**src/rtl/types_pkg.sv**
```systemverilog
// Shared types for the instruction fetch queue:
// controller state encoding and the queue entry layout.
package types_pkg;

   localparam int ADDR_W  = 16;
   localparam int INSTR_W = 16;

   typedef enum logic [1:0] {
      BOOT   = 2'd0,
      RUN    = 2'd1,
      HALTED = 2'd2
   } fetch_state_e;

   typedef struct packed {
      logic [ADDR_W-1:0]  pc;
      logic [INSTR_W-1:0] instr;
      logic               filled;
   } fetch_entry_t;

endpackage

```
**src/rtl/fetch_queue_ram.sv**
```systemverilog
// Entry storage for the fetch queue: pc written on allocate,
// instruction and filled bit written on fill, head read combinationally.
module fetch_queue_ram #(
   parameter int ADDR_W  = 16,
   parameter int INSTR_W = 16,
   parameter int DEPTH   = 4,
   localparam int IW     = $clog2(DEPTH)
) (
   input  logic               clk,
   input  logic               rst,
   input  logic               flush_i,
   input  logic               alloc_i,
   input  logic [IW-1:0]      alloc_idx_i,
   input  logic [ADDR_W-1:0]  alloc_pc_i,
   input  logic               fill_i,
   input  logic [IW-1:0]      fill_idx_i,
   input  logic [INSTR_W-1:0] fill_instr_i,
   input  logic               pop_i,
   input  logic [IW-1:0]      rd_idx_i,
   output logic               rd_filled_o,
   output logic [ADDR_W-1:0]  rd_pc_o,
   output logic [INSTR_W-1:0] rd_instr_o
);

   logic [ADDR_W-1:0]  pc_q    [DEPTH];
   logic [INSTR_W-1:0] instr_q [DEPTH];
   logic [DEPTH-1:0]   filled_q;

   always_ff @(posedge clk or negedge rst) begin
      if (!rst) begin
         for (int i = 0; i < DEPTH; i++) begin
            pc_q[i]    <= '0;
            instr_q[i] <= '0;
         end
         filled_q <= '0;
      end else begin
         // a flush invalidates every slot; data words may stay stale
         if (flush_i) begin
            filled_q <= '0;
         end else begin
            if (pop_i)   filled_q[rd_idx_i]    <= 1'b0;
            if (alloc_i) filled_q[alloc_idx_i] <= 1'b0;
            if (fill_i)  filled_q[fill_idx_i]  <= 1'b1;
         end
         if (alloc_i) pc_q[alloc_idx_i]   <= alloc_pc_i;
         if (fill_i)  instr_q[fill_idx_i] <= fill_instr_i;
      end
   end

   assign rd_filled_o = filled_q[rd_idx_i];
   assign rd_pc_o     = pc_q[rd_idx_i];
   assign rd_instr_o  = instr_q[rd_idx_i];

endmodule

```
**src/rtl/fetch_queue.sv**
```systemverilog
// Instruction prefetch queue: issues sequential fetches, buffers
// in-order responses and drops responses orphaned by a redirect.
module fetch_queue #(
   parameter int ADDR_W  = 16,
   parameter int INSTR_W = 16,
   parameter int DEPTH   = 4,
   parameter int PC_STEP = 2,
   parameter logic [ADDR_W-1:0] RESET_PC = '0
) (
   input  logic               clk,
   input  logic               rst,
   input  logic               halt_sys,
   input  logic               redirect,
   input  logic [ADDR_W-1:0]  redirect_pc,
   output logic               imem_req,
   output logic [ADDR_W-1:0]  imem_addr,
   input  logic               imem_gnt,
   input  logic               imem_rvalid,
   input  logic [INSTR_W-1:0] imem_rdata,
   output logic               out_valid,
   output logic [INSTR_W-1:0] out_instr,
   output logic [ADDR_W-1:0]  out_pc,
   input  logic               out_ready,
   output logic               halted
);

   import types_pkg::*;

   localparam int PW = $clog2(DEPTH) + 1;
   localparam int IW = PW - 1;
   // back-to-back redirects can stack orphans beyond one queue's worth
   localparam int DW = PW + 2;

   fetch_state_e  state_q, state_d;
   logic [PW-1:0] wr_q, wr_d;
   logic [PW-1:0] fill_q, fill_d;
   logic [PW-1:0] rd_q, rd_d;
   logic [ADDR_W-1:0] pc_q, pc_d;
   logic [DW-1:0] drop_q, drop_d;

   logic [PW-1:0] used;
   logic [PW-1:0] unfilled;
   logic [DW-1:0] drop_tot;
   logic run, full, empty, flush;
   logic xfer, pop, fill, head_filled;

   assign used     = wr_q - rd_q;
   assign unfilled = wr_q - fill_q;
   assign full     = (used == PW'(DEPTH));
   assign empty    = (wr_q == rd_q);
   assign run      = (state_q == RUN) && !halt_sys;
   assign flush    = run && redirect;

   assign imem_req  = run && !full && !redirect;
   assign imem_addr = pc_q;
   assign xfer      = imem_req && imem_gnt;

   assign out_valid = run && !empty && head_filled;
   assign pop       = out_valid && out_ready && !redirect;
   assign fill      = run && !redirect && imem_rvalid
                      && (drop_q == '0) && (unfilled != '0);
   assign halted    = (state_q == HALTED);

   assign drop_tot = drop_q + DW'(unfilled);

   always_comb begin
      state_d = state_q;
      wr_d    = wr_q;
      fill_d  = fill_q;
      rd_d    = rd_q;
      pc_d    = pc_q;
      drop_d  = drop_q;
      unique case (state_q)
         BOOT:    state_d = RUN;
         RUN:     if (halt_sys) state_d = HALTED;
         HALTED:  state_d = HALTED;
         default: state_d = BOOT;
      endcase
      if (flush) begin
         rd_d   = wr_q;
         fill_d = wr_q;
         pc_d   = redirect_pc;
         drop_d = drop_tot - DW'(imem_rvalid && (drop_tot != '0));
      end else begin
         if (xfer) begin
            wr_d = wr_q + 1'b1;
            pc_d = pc_q + ADDR_W'(PC_STEP);
         end
         if (fill) fill_d = fill_q + 1'b1;
         if (pop)  rd_d   = rd_q + 1'b1;
         if (run && imem_rvalid && (drop_q != '0))
            drop_d = drop_q - 1'b1;
      end
   end

   always_ff @(posedge clk or negedge rst) begin
      if (!rst) begin
         state_q <= BOOT;
         wr_q    <= '0;
         fill_q  <= '0;
         rd_q    <= '0;
         pc_q    <= RESET_PC;
         drop_q  <= '0;
      end else begin
         state_q <= state_d;
         wr_q    <= wr_d;
         fill_q  <= fill_d;
         rd_q    <= rd_d;
         pc_q    <= pc_d;
         drop_q  <= drop_d;
      end
   end

   fetch_queue_ram #(
      .ADDR_W  (ADDR_W),
      .INSTR_W (INSTR_W),
      .DEPTH   (DEPTH)
   ) u_ram (
      .clk          (clk),
      .rst          (rst),
      .flush_i      (flush),
      .alloc_i      (xfer),
      .alloc_idx_i  (wr_q[IW-1:0]),
      .alloc_pc_i   (pc_q),
      .fill_i       (fill),
      .fill_idx_i   (fill_q[IW-1:0]),
      .fill_instr_i (imem_rdata),
      .pop_i        (pop),
      .rd_idx_i     (rd_q[IW-1:0]),
      .rd_filled_o  (head_filled),
      .rd_pc_o      (out_pc),
      .rd_instr_o   (out_instr)
   );

endmodule
```
**config.mk**
```make
export PLATFORM = sky130hd
export DESIGN_NAME = fetch_queue
export DESIGN_NICKNAME = d
export VERILOG_FILES = /design/src/rtl/types_pkg.sv /design/src/rtl/fetch_queue_ram.sv /design/src/rtl/fetch_queue.sv
export SDC_FILE = /design/constraint.sdc
export NUM_CORES = 1
export LEC_CHECK = 0
export ABC_CLOCK_PERIOD_IN_PS = 3590
export CAP_MARGIN = 20
export CORE_MARGIN = 2
export CORE_UTILIZATION = 40
export CTS_BUF_LIST = sky130_fd_sc_hd__clkbuf_16
export DETAILED_ROUTE_END_ITERATION = 16
export PLACE_DENSITY = 0.71
export SLEW_MARGIN = 30
export SYNTH_ARGS = -nofsm -noshare
export SYNTH_HDL_FRONTEND = slang
export SYNTH_HIERARCHICAL = 1
export SYNTH_SLANG_ARGS = --single-unit
```
**constraint.sdc**
```tcl
create_clock -name clk -period 3.59 [get_ports clk]
set_input_delay 0.359 -clock clk [delete_from_list [all_inputs] [get_ports clk]]
set_output_delay 0.359 -clock clk [all_outputs]
set_load 0.02 [all_outputs]
```
==> impl_metrics.tcl, run 1 <==
set metrics [dict create \
    outcome "finished, final reports clean" \
    io_pins 90 \
    avgSynthCellArea_um2 14.34 \
    arrival_ns 3.86 \
    post-route-drc-count 0 \
    fin_skew_ns 0.006784 \
    finalSetupViolCount 0 \
    clockRootBuffer "clkbuf_16" \
    start_util_pct 41.06 \
    power_density_nw_per_um2 813.5 \
    crit_fanout 4 \
    io_buffers 89 \
    antenna_found_initial 0 \
    critPathRequiredTime_ns 3.91 \
    slew-limit-headroom_pct 55.65 \
    syn_area_um2 8362 \
    n_antenna_cell 0 \
    grt_max_degree 68 \
    regArea_um2 4108 \
    cap_violations 0 \
    antenna_left 0 \
    vias_per_cell 5.352 \
    hold_violations 0 \
    cts.sinks 164 \
    hpwl_mm 12.99 \
    synth_top_area_share_pct 49.08 \
    grt_pass1_vias 5819 \
    hold_ws_ns 0.4658 \
    syn_nets 641 \
    yosys-top-cells-area "dfrtp_1, mux2_2, mux4_2" \
    power.leakage_nw 4.608 \
    worstSetupPathType "reg2reg" \
    seq_area_frac_synth_pct 49.08 \
    grt_pass1_wl_mm 31.41 \
    routed_wl_mm 19.04 \
    post-route-period-util_pct 98.63 \
    ys_async_sr_fraction_pct 100.0 \
    numCtsBuffers 17 \
    path_clk_slew_ns 0.06 \
    yosys_warnings 6 \
    yosys_register_bits 164 \
    die_y_um 148.6 \
    power.total_w 0.008320 \
    synthDistinctLibCells 72 \
    fp.dieW_um 148.6 \
    rsz0062_at_grt "true" \
    overflow 0 \
    cts_max_level 4 \
    fmax_mhz 282.4 \
    cp-start-kind "register" \
    die_area_um2 22080 \
    cts_max_path_buffers 2 \
    vias 5197 \
    crit_path_end_kind "register" \
    wire_per_inst_um 19.61 \
    area_growth_pct 22.33 \
    stdcell_area_um2 10230 \
    place.gp.congestion 0.9022 \
    track_usage_pct 18.44 \
    fin_tns_setup_ns 0 \
    cts_tree "built" \
    n_fill_cell 1725 \
    synth-edff-count 0 \
    rows 52 \
    drive_above_1_share_pct 36.52 \
    period_needed_ns 3.541 \
    ys.flop_type "dfrtp_1" \
    hp-class "in2reg" \
    worst_pin_slew_ns 0.6638 \
    synth_top_area_cell "dfrtp_1" \
    slew_violations 0 \
    fin_nets 746 \
    dr.first_iter.drc_count 269 \
    final_util_pct 50.23 \
    core_area_um2 20360 \
    clock_latency_ns 0.43 \
    peakVddDrop_mv 0.3675 \
    netlist_instances 583 \
    placed_cell_area_um2 9557 \
    multi_input_comb_area_um2 4044 \
    firstDrtPassIters 4 \
]
[registers in the layout, indices dropped and copies added (netlist names)]
register,flops
drop_q,5
fill_q,3
imem_addr,16
rd_q,3
state_q,2
u_ram/filled_q,4
u_ram/instr_q,64
u_ram/pc_q,64
wr_q,3
[synth_stat cells (3+ instances only)]
| master | n |
|---|---|
| a21oi_1 | 7 |
| a2111oi_2 | 6 |
| nand3_1 | 10 |
| dfrtp_1 | 164 |
| buf_6 | 4 |
| mux2_4 | 28 |
| mux2_2 | 100 |
| mux4_2 | 33 |
| xnor2_1 | 18 |
| and2_1 | 3 |
| nor3b_1 | 3 |
| ha_1 | 17 |
| nand2_1 | 38 |
| xor2_1 | 5 |
| o21ai_0 | 6 |
| nand4_1 | 4 |
| o21ai_1 | 11 |
| and3b_1 | 4 |
| nor3_1 | 3 |
| a211oi_1 | 5 |
| inv_1 | 20 |
| nor2_1 | 10 |
| mux2i_1 | 3 |
| buf_4 | 6 |
| buf_2 | 6 |
| clkbuf_1 | 6 |
[kinds of logic (layout without fill, tap and decap cells)]
| logic type | Yosys count | after routing | synth area share (%) |
|---|---|---|---|
| AND/OR/NAND/NOR | 100 | 100 | 7.212 |
| XOR/XNOR | 27 | 27 | 3.531 |
| flip-flops | 164 | 164 | 49.08 |
| adder cells (fa/ha/maj) | 19 | 19 | 3.023 |
| multiplexers | 164 | 164 | 27.74 |
| AO/OA/AOI/OAI | 60 | 60 | 5.926 |
| buffers and inverters | 49 | 167 | 3.486 |
[critical path, cell delays in order (launching register included)]
cell,delay [ns]
dfrtp_2,0.41
inv_2,0.06
ha_1,0.15
inv_1,0.05
fa_2,0.59
ha_4,0.23
a211oi_4,0.26
nor2_2,0.09
xnor2_2,0.18
nand2_1,0.08
o41a_1,0.32
ha_2,0.20
ha_1,0.21
and2_1,0.17
a211o_1,0.32
o211a_1,0.14
[cell usage in the layout (no fill, tap or decap), types with 10 or more instances in the layout]
cell type        count
ha_1                14
mux2_4              28
inv_1               20
clkdlybuf4s50_1     88
clkbuf_16           17
nand2_1             38
nand3_1             10
mux4_2              33
buf_4               22
mux2_2             100
xnor2_1             15
o21ai_1             11
dfrtp_1            161
[area by class of cell]
cell class / instances / area share [%]
flip-flops and latches: 164 / 40.16
multi-input cells: 370 / 39.54
repair buffers: 113 / 10.63
clock buffers: 17 / 4.159
well taps: 270 / 3.303
clock inverters: 15 / 1.382
inverters: 22 / 0.8318
[layer usage]
layer  GRT usage (%)  vias up  share of wire [%]
met5               0        -                  0
met4           6.143        0                1.9
met3           3.405       19                3.3
met2           31.69      104                 52
met1           23.65     2705                 43
li1                -     2369                  -
[timing repair]
action / 4_1_cts / 5_1_grt
hold endpoints to repair: 65 / 0
setup endpoints to repair: 2 / 2
resized for setup: 6 / 8
setup buffers: 2 / 1
hold buffers: 1 / 0
pin swaps: 4 / 4
[path summary, 6_finish.rpt]
| path | start | endpoint | slack (ns) | depth (start not counted) |
|---|---|---|---|---|
| max | wr_q[0] | drop_q[4] | 0.05 | 15 |
| min | redirect_pc[0] | imem_addr[0] | 0.47 | 3 |
| max reg2reg | wr_q[0] | drop_q[4] | 0.05 | 15 |
| min reg2reg | u_ram/instr_q[25] | u_ram/instr_q[25] | 0.50 | 1 |
| max in group asynchronous | rst | u_ram/instr_q[63] | 2.13 | 3 |
| min in group asynchronous | rst | u_ram/instr_q[14] | 0.49 | 2 |
[per-stage QoR]
step	instances	setup WS, ns
floorplan	583	0.03351
global placement	935	0.07049
detailed placement	935	-0.1306
CTS	970	-0.007876
global route	971	-0.04136
finish	971	0.04902
[power by group]
| part | switching, W | internal (W) | total [W] |
|---|---|---|---|
| clock | 0.000734 | 0.00101 | 0.00175 |
| combinational | 0.00186 | 0.00188 | 0.00374 |
| sequential | 0.000519 | 0.00232 | 0.00284 |
Note: power is estimated with default switching activity, not from simulation.
==> run 2: changes to the inputs <==
Settings changed: CAP_MARGIN 20 to 15.
==> results of run 2 <==
Final layout, timing and power as in run 1 (identical DEF).
==> run 3: changes to the inputs <==
Settings changed: RECOVER_POWER set to 25.
==> impl_metrics.tcl, run 3 (synthesis results as in run 1) <==
set metrics [dict create \
    worst_pin_slew_ns 1.684 \
    crit_fanout 4 \
    cts_max_level 4 \
    power.leakage_nw 4.606 \
    grt_pass1_wl_mm 31.41 \
    post-route-drc-count 0 \
    fp.dieW_um 148.6 \
    arrival_ns 3.86 \
    cts_tree "built" \
    mostFrequentLayoutCells "dfrtp_1, mux2_2, clkdlybuf4s50_1" \
    cp_slowest_cell "fa_2" \
    drive_above_1_share_pct 36.52 \
    crit_end "drop_q[4]" \
    post-place-ws_ns -0.1306 \
    critPathRequiredTime_ns 3.90 \
    fin_nets 746 \
    grt_pass1_vias 5819 \
    period_needed_ns 3.542 \
    n_fill_cell 1726 \
    finalSetupViolCount 0 \
    mostFrequentLayoutCell "dfrtp_1" \
    post-route-period-util_pct 98.65 \
    area_growth_pct 22.25 \
    start_util_pct 41.06 \
    rows 52 \
    dr.first_iter.drc_count 239 \
    antenna_left 0 \
    slew_violations 67 \
    worstSetupPathType "reg2reg" \
    cts_max_path_buffers 2 \
    numCtsBuffers 17 \
    worstReg2RegStart "wr_q[0]" \
    path_clk_slew_ns 0.06 \
    fin_tns_setup_ns 0 \
    n_antenna_cell 0 \
    crit_path_start "wr_q[0]" \
    hold_ws_ns 0.4670 \
    reg2reg_depth 15 \
    clock_latency_ns 0.42 \
    hold_violations 0 \
    grt_max_degree 68 \
    core_area_um2 20360 \
    die_y_um 148.6 \
    fin_skew_ns 0.005428 \
    clockRootBuffer "clkbuf_16" \
    vias 5193 \
    cts.sinks 164 \
    crit_path_end_kind "register" \
    outcome "complete, but fails checks" \
    hp-class "in2reg" \
    io_buffers 89 \
    cp-start-kind "register" \
    place.gp.congestion 0.9022 \
    overflow 0 \
    firstDrtPassIters 4 \
    rrSetupSlack_ns 0.05 \
    vias_per_cell 5.348 \
    worst-path-buf-inv 2 \
    violations "max-capacitance violations, max-slew violations" \
    power_density_nw_per_um2 813.5 \
    fmax_mhz 282.4 \
    path_delay_family "adder cells" \
    reg2reg_to "drop_q[4]" \
    slew-limit-headroom_pct -12.29 \
    hpwl_mm 12.99 \
    path_cells "inv_2 > ha_1 > inv_1 > fa_2 > ha_4 > a211oi_4 > nor2_2 > xnor2_2 > nand2_1 > o41a_1 > ha_2 > ha_1 > and2_1 > a211o_1 > o211a_1" \
    wire_per_inst_um 19.57 \
    routed_wl_mm 19.00 \
    fin_ws_ns 0.04831 \
    track_usage_pct 18.44 \
    cp_common_cell "ha_1" \
    cap_violations 1 \
    crit_cells 15 \
    rsz0062_at_grt "true" \
    die_area_um2 22080 \
    io_pins 90 \
    peakVddDrop_mv 0.3675 \
    antenna_found_initial 0 \
    crit_path_max_incr_delay_ns 0.59 \
]
## run 3: changes by cell type in the layout (fill, tap and decap cells not counted), sizes merged
cell	previous run	this run
clkbuf	17	18
buf	24	23
## run 3: worst min-delay path by stage
stage | startpoint | end | cells after the start
4_1_cts | redirect_pc[0] | imem_addr[0] | 3
5_1_grt | redirect_pc[0] | imem_addr[0] | 3
3_3_place_gp | rst | u_ram/instr_q[62] | 1
2_1_floorplan | rst | drop_q[0] | 0
6_report | redirect_pc[0] | imem_addr[0] | 3
3_5_place_dp | rst | u_ram/instr_q[14] | 1
## run 3: tightest hold or removal path, cell delays in order
cell and delay [ns]:
clkdlybuf4s50_1 0.40, nand2_1 0.06, nand2_1 0.04
## run 3: area by class of cell
type	instances	area, um2	area share (%)
Sequential cell	164	4108	40.18
Inverter	22	85.08	0.8323
Tap cell	270	337.8	3.305
Clock buffer	17	425.4	4.162
Timing Repair Buffer	113	1081	10.58
Multi-Input combinational cell	370	4044	39.56
Clock inverter	15	141.4	1.383
## run 3: per-stage QoR
step	cells	total power [W]	utilization (%)	cell area (um2)
6_report	971	0.008316	50.20	10220
3_3_place_gp	935	0.006043	46.93	9557
4_1_cts	970	0.008142	49.97	10180
5_1_grt	971	0.008805	50.20	10220
3_5_place_dp	935	0.006228	46.93	9557
2_1_floorplan	583	0.005056	-	8368
## run 3: layer usage
layer / part of all wire (%) / up-vias / global-route usage, % / wire (um)
li1: - / 2365 / - / -
met1: 43 / 2705 / 23.65 / 8142
met2: 52 / 101 / 31.69 / 9843
met3: 3.4 / 22 / 3.405 / 646
met4: 1.9 / 0 / 6.143 / 367
met5: 0 / - / 0 / 0
## run 3: what timing repair did
item | in CTS | in global routing
buffers inserted | 2 | 1
hold endpoints to repair | 65 | 0
hold buffers | 1 | 0
pin swaps | 4 | 4
resized for setup | 6 | 8
endpoints found under the setup margin | 2 | 2
## run 3: report_power, final
| group | switching (W) | leakage [nW] | total (W) | internal [W] |
|---|---|---|---|---|
| clock network | 0.000731 | 0.281 | 0.00175 | 0.00101 |
| registers | 0.000519 | 2.20 | 0.00284 | 0.00232 |
| logic | 0.00186 | 2.12 | 0.00374 | 0.00188 |
| total | 0.00311 | 4.61 | 0.00832 | 0.00521 |
